--- src/rtl/sr_chain_loader.sv ---
// sr_chain_loader: loads one WIDTH-bit frame into a daisy-chained 74HC595
// string. Each frame clears the chain with MR, shifts the bits out on DS with
// one SHCP pulse per bit, then pulses STCP once to latch them.
//
// Optional feature: define SR_CHAIN_LOADER_FRAME_SEQ_EN to make frame_addr a
// frame index that advances 0..NFRAMES-1 once per frame. Without it,
// frame_addr is tied to 0.
//
// Handshake: start is a request that is only looked at while the FSM is idle
// (busy low). The cycle start is seen high in IDLE is the accept cycle: data is
// copied into a shadow register on that edge. busy rises on the next cycle.
// start and data are ignored from then until the FSM is back in IDLE. done
// pulses for one cycle when the frame has been latched. The next start can be
// accepted on the IDLE cycle right after done.
//
// All outputs are registered from the next-state decode, so the pins never
// glitch and always match the state register. The state register is r_state.
module sr_chain_loader #(
    parameter int WIDTH     = 49,
    parameter int DIV       = 1,
    parameter int MSB_FIRST = 0,
    parameter int NFRAMES   = 8
) (
    input  logic             clk,
    input  logic             reset,
    input  logic             start,
    input  logic [WIDTH-1:0] data,
    output logic             DS,
    output logic             SHCP,
    output logic             STCP,
    output logic             MR,
    output logic             busy,
    output logic             done,
    output logic [15:0]      frame_addr
);

    localparam int CNT_W = (DIV > 1) ? $clog2(DIV) : 1;
    localparam int IDX_W = (WIDTH > 1) ? $clog2(WIDTH) : 1;
    localparam logic [CNT_W-1:0] DIV_LAST = CNT_W'(DIV - 1);
    localparam logic [IDX_W-1:0] IDX_LAST = IDX_W'(WIDTH - 1);

    localparam logic [2:0] S_IDLE     = 3'd0;
    localparam logic [2:0] S_CLEAR    = 3'd1;
    localparam logic [2:0] S_SHIFT_LO = 3'd2;
    localparam logic [2:0] S_SHIFT_HI = 3'd3;
    localparam logic [2:0] S_LATCH    = 3'd4;
    localparam logic [2:0] S_DONE     = 3'd5;

    // Reject parameter values the counters cannot represent.
    generate
        if (WIDTH < 1 || DIV < 1 || NFRAMES < 1) begin : g_bad_params
            $error("sr_chain_loader: WIDTH, DIV and NFRAMES must all be >= 1");
        end
    endgenerate

    logic [2:0]       r_state;
    logic [2:0]       w_next_state;
    logic [CNT_W-1:0] r_div_cnt;
    logic [CNT_W-1:0] w_next_div_cnt;
    logic [IDX_W-1:0] r_bit_idx;
    logic [IDX_W-1:0] w_next_bit_idx;
    logic [WIDTH-1:0] r_shadow;
    logic [WIDTH-1:0] w_next_shadow;
    logic [IDX_W-1:0] w_bit_pos;
    logic             w_bit_val;
    logic             w_div_last;

    logic r_ds;
    logic r_shcp;
    logic r_stcp;
    logic r_mr;
    logic r_busy;
    logic r_done;

    assign w_div_last = (r_div_cnt == DIV_LAST);

    // Next-state, bit index and shadow capture. Every timed state lasts DIV cycles.
    always_comb begin
        w_next_state   = r_state;
        w_next_bit_idx = r_bit_idx;
        w_next_shadow  = r_shadow;
        case (r_state)
            S_IDLE: begin
                if (start) begin
                    w_next_state  = S_CLEAR;
                    w_next_shadow = data;
                end
            end
            S_CLEAR: begin
                if (w_div_last) begin
                    w_next_state   = S_SHIFT_LO;
                    w_next_bit_idx = '0;
                end
            end
            S_SHIFT_LO: begin
                if (w_div_last) begin
                    w_next_state = S_SHIFT_HI;
                end
            end
            S_SHIFT_HI: begin
                if (w_div_last) begin
                    if (r_bit_idx == IDX_LAST) begin
                        w_next_state = S_LATCH;
                    end else begin
                        w_next_state   = S_SHIFT_LO;
                        w_next_bit_idx = r_bit_idx + IDX_W'(1);
                    end
                end
            end
            S_LATCH: begin
                if (w_div_last) begin
                    w_next_state = S_DONE;
                end
            end
            S_DONE: begin
                w_next_state = S_IDLE;
            end
            default: begin
                w_next_state = S_IDLE;
            end
        endcase
        // Restart the divider on every state change. A timed state always
        // leaves at DIV_LAST, so the counter never wraps.
        if ((w_next_state != r_state) || (r_state == S_IDLE)) begin
            w_next_div_cnt = '0;
        end else begin
            w_next_div_cnt = r_div_cnt + CNT_W'(1);
        end
    end

    // Select which shadow bit goes on DS, following the shift order.
    always_comb begin
        w_bit_pos = (MSB_FIRST != 0) ? (IDX_LAST - w_next_bit_idx) : w_next_bit_idx;
        w_bit_val = w_next_shadow[w_bit_pos];
    end

    // State, counters and output pins. Outputs are decoded from the next state.
    always_ff @(posedge clk) begin
        if (!reset) begin
            r_state   <= S_IDLE;
            r_div_cnt <= '0;
            r_bit_idx <= '0;
            r_shadow  <= '0;
            r_ds      <= 1'b0;
            r_shcp    <= 1'b0;
            r_stcp    <= 1'b0;
            r_mr      <= 1'b0;
            r_busy    <= 1'b0;
            r_done    <= 1'b0;
        end else begin
            r_state   <= w_next_state;
            r_div_cnt <= w_next_div_cnt;
            r_bit_idx <= w_next_bit_idx;
            r_shadow  <= w_next_shadow;
            r_ds      <= ((w_next_state == S_SHIFT_LO) || (w_next_state == S_SHIFT_HI)) ? w_bit_val : 1'b0;
            r_shcp    <= (w_next_state == S_SHIFT_HI);
            r_stcp    <= (w_next_state == S_LATCH);
            r_mr      <= (w_next_state != S_CLEAR);
            r_busy    <= (w_next_state != S_IDLE);
            r_done    <= (w_next_state == S_DONE);
        end
    end

    assign DS   = r_ds;
    assign SHCP = r_shcp;
    assign STCP = r_stcp;
    assign MR   = r_mr;
    assign busy = r_busy;
    assign done = r_done;

`ifdef SR_CHAIN_LOADER_FRAME_SEQ_EN
    localparam logic [15:0] FRAME_LAST = 16'(NFRAMES - 1);

    logic [15:0] r_frame_addr;

    // Advance the frame index on the edge that closes DONE, wrapping after the last frame.
    always_ff @(posedge clk) begin
        if (!reset) begin
            r_frame_addr <= '0;
        end else if (r_state == S_DONE) begin
            r_frame_addr <= (r_frame_addr == FRAME_LAST) ? 16'd0 : (r_frame_addr + 16'd1);
        end
    end

    assign frame_addr = r_frame_addr;
`else
    assign frame_addr = 16'd0;
`endif

endmodule

--- config.mk ---
export PLATFORM = sky130hd
export DESIGN_NAME = sr_chain_loader
export DESIGN_NICKNAME = d
export VERILOG_FILES = /design/src/rtl/sr_chain_loader.sv
export SDC_FILE = /design/constraint.sdc
export NUM_CORES = 1
export LEC_CHECK = 0
export BUFFER_PORTS_ARGS = -buffer_cell sky130_fd_sc_hd__buf_2
export CAP_MARGIN = 20
export CORE_ASPECT_RATIO = 1.1
export CORE_MARGIN = 2
export CORE_UTILIZATION = 51
export DETAILED_ROUTE_END_ITERATION = 12
export PLACE_DENSITY_LB_ADDON = 0.08
export SETUP_SLACK_MARGIN = 0.5
export SYNTH_ARGS = -nofsm -noshare
export SYNTH_HDL_FRONTEND = slang
export SYNTH_SLANG_ARGS = --single-unit
--- constraint.sdc ---
create_clock -name clk -period 9.4 [get_ports clk]
set_input_delay 0.94 -clock clk [delete_from_list [all_inputs] [get_ports clk]]
set_output_delay 0.94 -clock clk [all_outputs]
set_load 0.02 [all_outputs]
==> flow_metrics.env, run 1 <==
export IMPL_cp_max_fo=33
export IMPL_synth_area_leaders="dfxtp_1, nand2_1, a21boi_0, mux2i_1, buf_4"
export IMPL_drv_cap=0
export IMPL_status="finished, final reports clean"
export IMPL_maxSlewHeadroom_pct=38.2
export IMPL_design_area_um2=4230
export IMPL_port_buffers=57
export IMPL_ctsResizeCount=0
export IMPL_r2r_slack_ns=6.06
export IMPL_overflow=0
export IMPL_max_freq_mhz=300
export IMPL_power_total_mw=0.663
export IMPL_die_y_um=95.2
export IMPL_ios=74
export IMPL_critPathKind="flop to flop"
export IMPL_vias_per_cell=5.56
export IMPL_r2r_cells=10
export IMPL_drive_gt1_share_pct=18.3
export IMPL_first_global_vias=3221
export IMPL_ir_drop_v=0.0000927
export IMPL_antenna_found_initial=0
export IMPL_cp_start_kind="flop"
export IMPL_crit_path_end="DS$_SDFF_PN0_"
export IMPL_yosysTopAreaCell="dfxtp_1"
export IMPL_cp_required_ns=9.67
export IMPL_crit_start="r_bit_idx[0]$_SDFF_PN0_"
export IMPL_die_w_um=86.9
export IMPL_h_tree_depth=3
export IMPL_root_buffer="clkbuf_8"
export IMPL_cp_end_kind="flop"
export IMPL_min_period_over_period_pct=35.5
export IMPL_finalClockSkew_ns=0.00687
export IMPL_fill_cells=753
export IMPL_die_area_um2=8280
export IMPL_pre_cts_slack_ns=6.06
export IMPL_final_util_pct=57.2
export IMPL_numCtsBuffers=9
export IMPL_finalSetupViolCount=0
export IMPL_area_delta_synth_final_pct=9.67
export IMPL_cts_tree="built"
export IMPL_dp_hpwl_mm=6.60
export IMPL_syn_inst=501
export IMPL_tns_ns=0
export IMPL_vias=3498
export IMPL_worstMarginPinSlew_ns=0.928
export IMPL_synth_area_um2=3860
export IMPL_worst_slack_ns=6.06
export IMPL_avgSynthCellArea_um2=7.70
export IMPL_core_area_um2=7390
export IMPL_grt_max_degree=60
export IMPL_p_per_area_nw_per_um2=157
export IMPL_detailed_place_area_um2=4030
export IMPL_routedWlPerCell_um=15.4
export IMPL_fin_crit_ns=3.34
export IMPL_initial_core_util_pct=52.2
export IMPL_clk_path_buf_depth=2
export IMPL_track_usage_pct=24.6
export IMPL_drt_iter0_drc=226
export IMPL_synthDistinctLibCells=73
export IMPL_final_nets=591
export IMPL_clkLatencyLatePin_ns=0.35
export IMPL_slew_violations=0
export IMPL_grt_first_pass_wirelength_mm=15.9
export IMPL_rows=33
export IMPL_drtPass1Iterations=4
export IMPL_synth_main_ff_cell="dfxtp_1"
export IMPL_postCtsSetupRepairBufs=0
export IMPL_rsz0062_at_grt="false"
export IMPL_ys_warn_count=0
export IMPL_synthArstFlopShare_pct=0
export IMPL_synth_top_cell_area_share_pct=33.7
export IMPL_ys_ff_latch=65
export IMPL_reg2reg_from="r_bit_idx[0]$_SDFF_PN0_"
export IMPL_clk_pin_slew_ns=0.07
export IMPL_cp_arrival_ns=3.61
export IMPL_drc_errors=0
export IMPL_routabilityCongestion=0.884
export IMPL_n_antenna_cell=0
export IMPL_final_hold_viol_count=0
export IMPL_drtAntennaViolNets=0
export IMPL_hold_class="flop to flop"
export IMPL_leakage_nw=1.75
export IMPL_synth_edf_count=0
export IMPL_ys_seq_area_share_pct=33.7
export IMPL_ctsHoldBuffers=0
export IMPL_wl_mm=9.68
export IMPL_clkSinkCount=65
export IMPL_rr_endpoint="DS$_SDFF_PN0_"
==> how the worst min path moves through the flow <==
stage                       startpoint                 endpoint  cells after the start
6_report       r_shadow[41]$_SDFF_PN0_  r_shadow[41]$_SDFF_PN0_                      2
5_1_grt        r_shadow[13]$_SDFF_PN0_  r_shadow[13]$_SDFF_PN0_                      2
4_1_cts        r_shadow[13]$_SDFF_PN0_  r_shadow[13]$_SDFF_PN0_                      2
3_5_place_dp   r_shadow[13]$_SDFF_PN0_  r_shadow[13]$_SDFF_PN0_                      2
3_3_place_gp   r_shadow[27]$_SDFF_PN0_  r_shadow[27]$_SDFF_PN0_                      2
2_1_floorplan  r_shadow[43]$_SDFF_PN0_  r_shadow[43]$_SDFF_PN0_                      2
==> per-stage QoR <==
step | std cells | hold WS [ns]
finish | 629 | 0.468
CTS | 629 | 0.470
floorplan | 517 | 0.439
detailed placement | 613 | 0.460
global placement | 613 | 0.455
global route | 629 | 0.492
==> synth_stat cells, drive strengths merged (3+ instances only) <==
master   number
mux2i        13
a22oi         3
nor2b         3
nor2         17
inv          12
and3          5
nor3          3
a21boi       52
buf          30
nor4          3
o211ai        4
a31oi         3
a21o          4
or2           3
or3b          3
or3           3
a211oi        5
nand2       149
dfxtp        65
o21a          4
nand3        18
a2111oi       3
clkbuf       21
a21oi        12
a221oi        3
and2         10
o21ai        12
==> critical path: stages (launching register included) <==
cell and delay, ns:
dfxtp_1 0.45, inv_1 0.16, ha_1 0.14, or3b_1 0.45, o311a_4 0.39, nor2_4 0.60
a2111oi_2 0.16, a211o_1 0.31, o31a_1 0.30, o2111a_1 0.15, a211oi_2 0.14
==> cells in the final DEF, fill, tap and decap left out, drive strengths merged, types with 11 or more instances in the layout <==
cell type  count
nand2        149
nor2          17
o21ai         12
a21boi        52
dfxtp         65
nand3         18
a21oi         12
inv           12
clkbuf        11
conb          17
buf           60
mux2i         13
==> sequential cells by signal (all words and copies together), names as in the netlist <==
register / flops
r_shadow: 49
r_bit_idx: 6
r_state: 3
DS: 1
MR: 1
SHCP: 1
STCP: 1
busy: 1
done: 1
r_div_cnt: 1
==> power by group <==
group	switching, mW	leakage, nW	internal (mW)	total (mW)
Clock	0.112	0.0953	0.129	0.241
Sequential	0.0120	0.533	0.293	0.305
Combinational	0.0735	1.12	0.0440	0.117
==> cells by family (layout without fill, tap and decap cells) <==
family	Yosys count	in the layout	synth area share [%]
AND/OR/NAND/NOR	228	228	27.3
multiplexers	15	15	3.96
other	1	17	0.0972
adder cells (fa/ha/maj)	2	2	0.649
AO/OA/AOI/OAI	127	127	25.2
flip-flops	65	65	33.7
buffers and inverters	63	88	9.11
==> final cells by class <==
class | count | area, um2 | area share [%]
clock buffer | 11 | 141 | 3.34
clock inverter | 5 | 55.1 | 1.30
sequential | 65 | 1300 | 30.8
tap | 87 | 109 | 2.57
multi-input combinational | 389 | 2270 | 53.7
inverter | 12 | 45.0 | 1.06
timing repair buffer | 60 | 308 | 7.28
==> routing by layer <==
layer  global-route usage [%]  vias to the layer above  routed length [um]
met3                     4.42                       12                 436
met2                     39.8                       96                4670
met1                     33.1                     1629                4420
met4                     7.81                        0                 146
li1                         -                     1761                   -
met5                        0                        -                   0
No activity file was read; power rests on OpenSTA's default activity.
==> run 2, diff against run 1 <==
--- a/config.mk
+++ b/config.mk
@@ -5,6 +5,7 @@
 export SDC_FILE = /design/constraint.sdc
 export NUM_CORES = 1
 export LEC_CHECK = 0
+export ABC_AREA = 1
 export BUFFER_PORTS_ARGS = -buffer_cell sky130_fd_sc_hd__buf_2
 export CAP_MARGIN = 20
 export CORE_ASPECT_RATIO = 1.1
==> constraint.sdc (replaced) <==
create_clock -name clk -period 3.4 [get_ports clk]
set_input_delay 0.34 -clock clk [delete_from_list [all_inputs] [get_ports clk]]
set_output_delay 0.34 -clock clk [all_outputs]
set_load 0.02 [all_outputs]
==> flow_metrics.env, run 2 <==
export IMPL_status="finished, final reports clean"
export IMPL_cts_tree="built"
export IMPL_area_delta_synth_final_pct=9.49
export IMPL_rr_endpoint="DS$_SDFF_PN0_"
export IMPL_min_period_over_period_pct=73.1
export IMPL_cp_end_kind="flop"
export IMPL_hold_path_startpoint="reset"
export IMPL_initial_core_util_pct=53.0
export IMPL_track_usage_pct=23.5
export IMPL_synthArstFlopShare_pct=0
export IMPL_cpMostUsedCell="nand2_1"
export IMPL_detailed_place_area_um2=3690
export IMPL_maxSlewHeadroom_pct=44.9
export IMPL_drtPass1Iterations=4
export IMPL_layout_common_cells="nand2_1, inv_1, nand3_1, nor2_1, dfxtp_1"
export IMPL_ys_warn_count=0
export IMPL_final_nets=623
export IMPL_r2r_cells=14
export IMPL_core_area_um2=6630
export IMPL_n_antenna_cell=0
export IMPL_rsz0062_at_grt="false"
export IMPL_min_to="MR$_SDFF_PN0_"
export IMPL_die_area_um2=7580
export IMPL_rows=31
export IMPL_synth_area_um2=3520
export IMPL_min_path_cells=3
export IMPL_clk_pin_slew_ns=0.07
export IMPL_die_y_um=91.1
export IMPL_final_hold_viol_count=0
export IMPL_cp_required_ns=3.65
export IMPL_finalClockSkew_ns=0.00608
export IMPL_fin_crit_ns=2.49
export IMPL_synth_main_ff_cell="dfxtp_1"
export IMPL_h_tree_depth=3
export IMPL_first_global_vias=3120
export IMPL_die_w_um=83.2
export IMPL_largest_reg_flops=49
export IMPL_finalHoldWorstSlack_ns=0.236
export IMPL_ctsHoldBuffers=0
export IMPL_top_register="r_shadow"
export IMPL_cp_max_fo=36
export IMPL_worst_slack_ns=0.914
export IMPL_grt_first_pass_wirelength_mm=14.2
export IMPL_cp_arrival_ns=2.73
export IMPL_critPathKind="flop to flop"
export IMPL_largest_registers="r_shadow x49, r_bit_idx x6, r_state x3"
export IMPL_ir_drop_v=0.000262
export IMPL_path_cells="nor2_4 > nand3_2 > buf_4 > or2_1 > o21ai_0 > nand2_1 > nand3_1 > nand3_1 > nand3_1 > nand2_1 > nand2_1 > nand2_1 > nor2_1 > nor2_1"
export IMPL_vias=3216
export IMPL_drt_iter0_drc=167
export IMPL_drtAntennaViolNets=0
export IMPL_worstMarginPinSlew_ns=0.825
export IMPL_overflow=0
export IMPL_leakage_nw=2.00
export IMPL_hold_class="primary input to flop"
export IMPL_grt_max_degree=40
export IMPL_synth_edf_count=0
export IMPL_synth_top_cell_area_share_pct=37.0
export IMPL_cp_start_kind="flop"
export IMPL_ys_seq_area_share_pct=37.0
export IMPL_seq_area_um2=1300
export IMPL_avgSynthCellArea_um2=6.69
export IMPL_final_common_cell="nand2_1"
export IMPL_vias_per_cell=4.91
export IMPL_pre_cts_slack_ns=0.868
export IMPL_tns_ns=0
export IMPL_synthTopCellsByCount="nand2_1, inv_1, nand3_1, nor2_1, dfxtp_1"
export IMPL_slew_violations=0
export IMPL_drive_gt1_share_pct=17.1
export IMPL_max_freq_mhz=402
export IMPL_clkSinkCount=65
export IMPL_critPathMaxStageDelay_ns=0.38
export IMPL_root_buffer="clkbuf_8"
export IMPL_drv_cap=0
export IMPL_finalSetupViolCount=0
export IMPL_port_buffers=57
export IMPL_ios=74
export IMPL_synth_area_leaders="dfxtp_1, nand2_1, nand3_1, inv_1, nor2_1"
export IMPL_drc_errors=0
export IMPL_p_per_area_nw_per_um2=480
export IMPL_yosysMostFrequentCell="nand2_1"
export IMPL_syn_inst=526
export IMPL_reg2reg_from="r_state[0]$_SDFF_PN0_"
export IMPL_critical_path_slowest_cell="dfxtp_1"
export IMPL_clk_path_buf_depth=2
export IMPL_power_total_mw=1.85
export IMPL_path_buf_inv=1
export IMPL_routedWlPerCell_um=12.9
export IMPL_yosysTopAreaCell="dfxtp_1"
export IMPL_multiInputGateArea_um2=1690
export IMPL_numCtsBuffers=9
export IMPL_wl_mm=8.48
export IMPL_routabilityCongestion=0.858
export IMPL_r2r_slack_ns=0.91
export IMPL_dp_hpwl_mm=6.17
export IMPL_fill_cells=678
export IMPL_clkLatencyLatePin_ns=0.35
export IMPL_ys_ff_latch=65
export IMPL_crit_family="simple AND/OR/NAND/NOR gates"
export IMPL_synthDistinctLibCells=34
export IMPL_antenna_found_initial=0
export IMPL_design_area_um2=3850
==> run 2: changes by cell type after synthesis, sizes merged, moves of 9 or more <==
cell / change
nand4: +14
mux2i: -13
inv: +66
a21oi: -9
nor2: +56
clkbuf: -12
o21ai: +26
or2: +9
nand3: +58
and2: -10
a21boi: -52
nand2: -41
==> run 2: worst max-delay path by stage <==
| stage | startpoint | to | slack [ns] | depth (start not counted) |
|---|---|---|---|---|
| 2_1_floorplan | r_bit_idx[0]$_SDFF_PN0_ | DS$_SDFF_PN0_ | 1.54 | 17 |
| 3_3_place_gp | r_state[0]$_SDFF_PN0_ | DS$_SDFF_PN0_ | 0.91 | 14 |
| 3_5_place_dp | r_state[0]$_SDFF_PN0_ | DS$_SDFF_PN0_ | 0.87 | 14 |
| 4_1_cts | r_state[0]$_SDFF_PN0_ | DS$_SDFF_PN0_ | 0.85 | 14 |
| 5_1_grt | r_state[0]$_SDFF_PN0_ | DS$_SDFF_PN0_ | 0.56 | 14 |
| 6_report | r_state[0]$_SDFF_PN0_ | DS$_SDFF_PN0_ | 0.91 | 14 |
==> run 2: tightest hold or removal path, stage by stage <==
cell,delay (ns)
buf_2,0.10
o21ai_0,0.07
nand2_1,0.05
==> run 2: kinds of logic (layout without fill, tap and decap cells) <==
kind of cell / Yosys count / count (layout) / synth area share [%]
compound gates: 44 / 44 / 6.65
xor+xnor: 2 / 2 / 0.498
fa+ha+maj: 2 / 2 / 0.711
buf+inv: 121 / 152 / 16.6
flops: 65 / 65 / 37.0
other cells: 1 / 17 / 0.107
simple gates: 291 / 291 / 38.4
==> run 2: cell type report <==
cell class                      count  share of cell area [%]
Multi-Input combinational cell    356                    43.9
Sequential cell                    65                    33.8
Timing Repair Buffer               59                    7.79
Inverter                           78                    7.63
Clock buffer                       12                    3.77
Tap cell                           82                    2.66
Clock inverter                      3                   0.455
==> run 2: report_power, final <==
part	total, mW	leakage, nW	internal [mW]	switching [mW]
Combinational	0.414	1.38	0.140	0.274
Sequential	0.863	0.537	0.838	0.0247
Clock	0.573	0.0822	0.278	0.294
Total	1.85	2.00	1.26	0.593
==> run 2: per-layer routing <==
| layer | share of wire (%) | GRT usage (%) |
|---|---|---|
| met1 | 44 | 27.9 |
| met2 | 51 | 41.0 |
| met3 | 3.3 | 4.45 |
| met4 | 2.1 | 10.2 |
| met5 | 0 | 0 |
==> run 2: timing repair <==
action,CTS,global route
buffers inserted,0,0
endpoints found under the hold margin,0,0
setup endpoints to repair,0,1
resized for setup,0,1
==> run 2: per-stage QoR <==
| stage | std cells | utilization [%] |
|---|---|---|
| after floorplan | 542 | - |
| after global placement | 640 | 55.6 |
| after detailed placement | 640 | 55.6 |
| after CTS | 655 | 58.1 |
| after global routing | 655 | 58.1 |
| final | 655 | 58.1 |
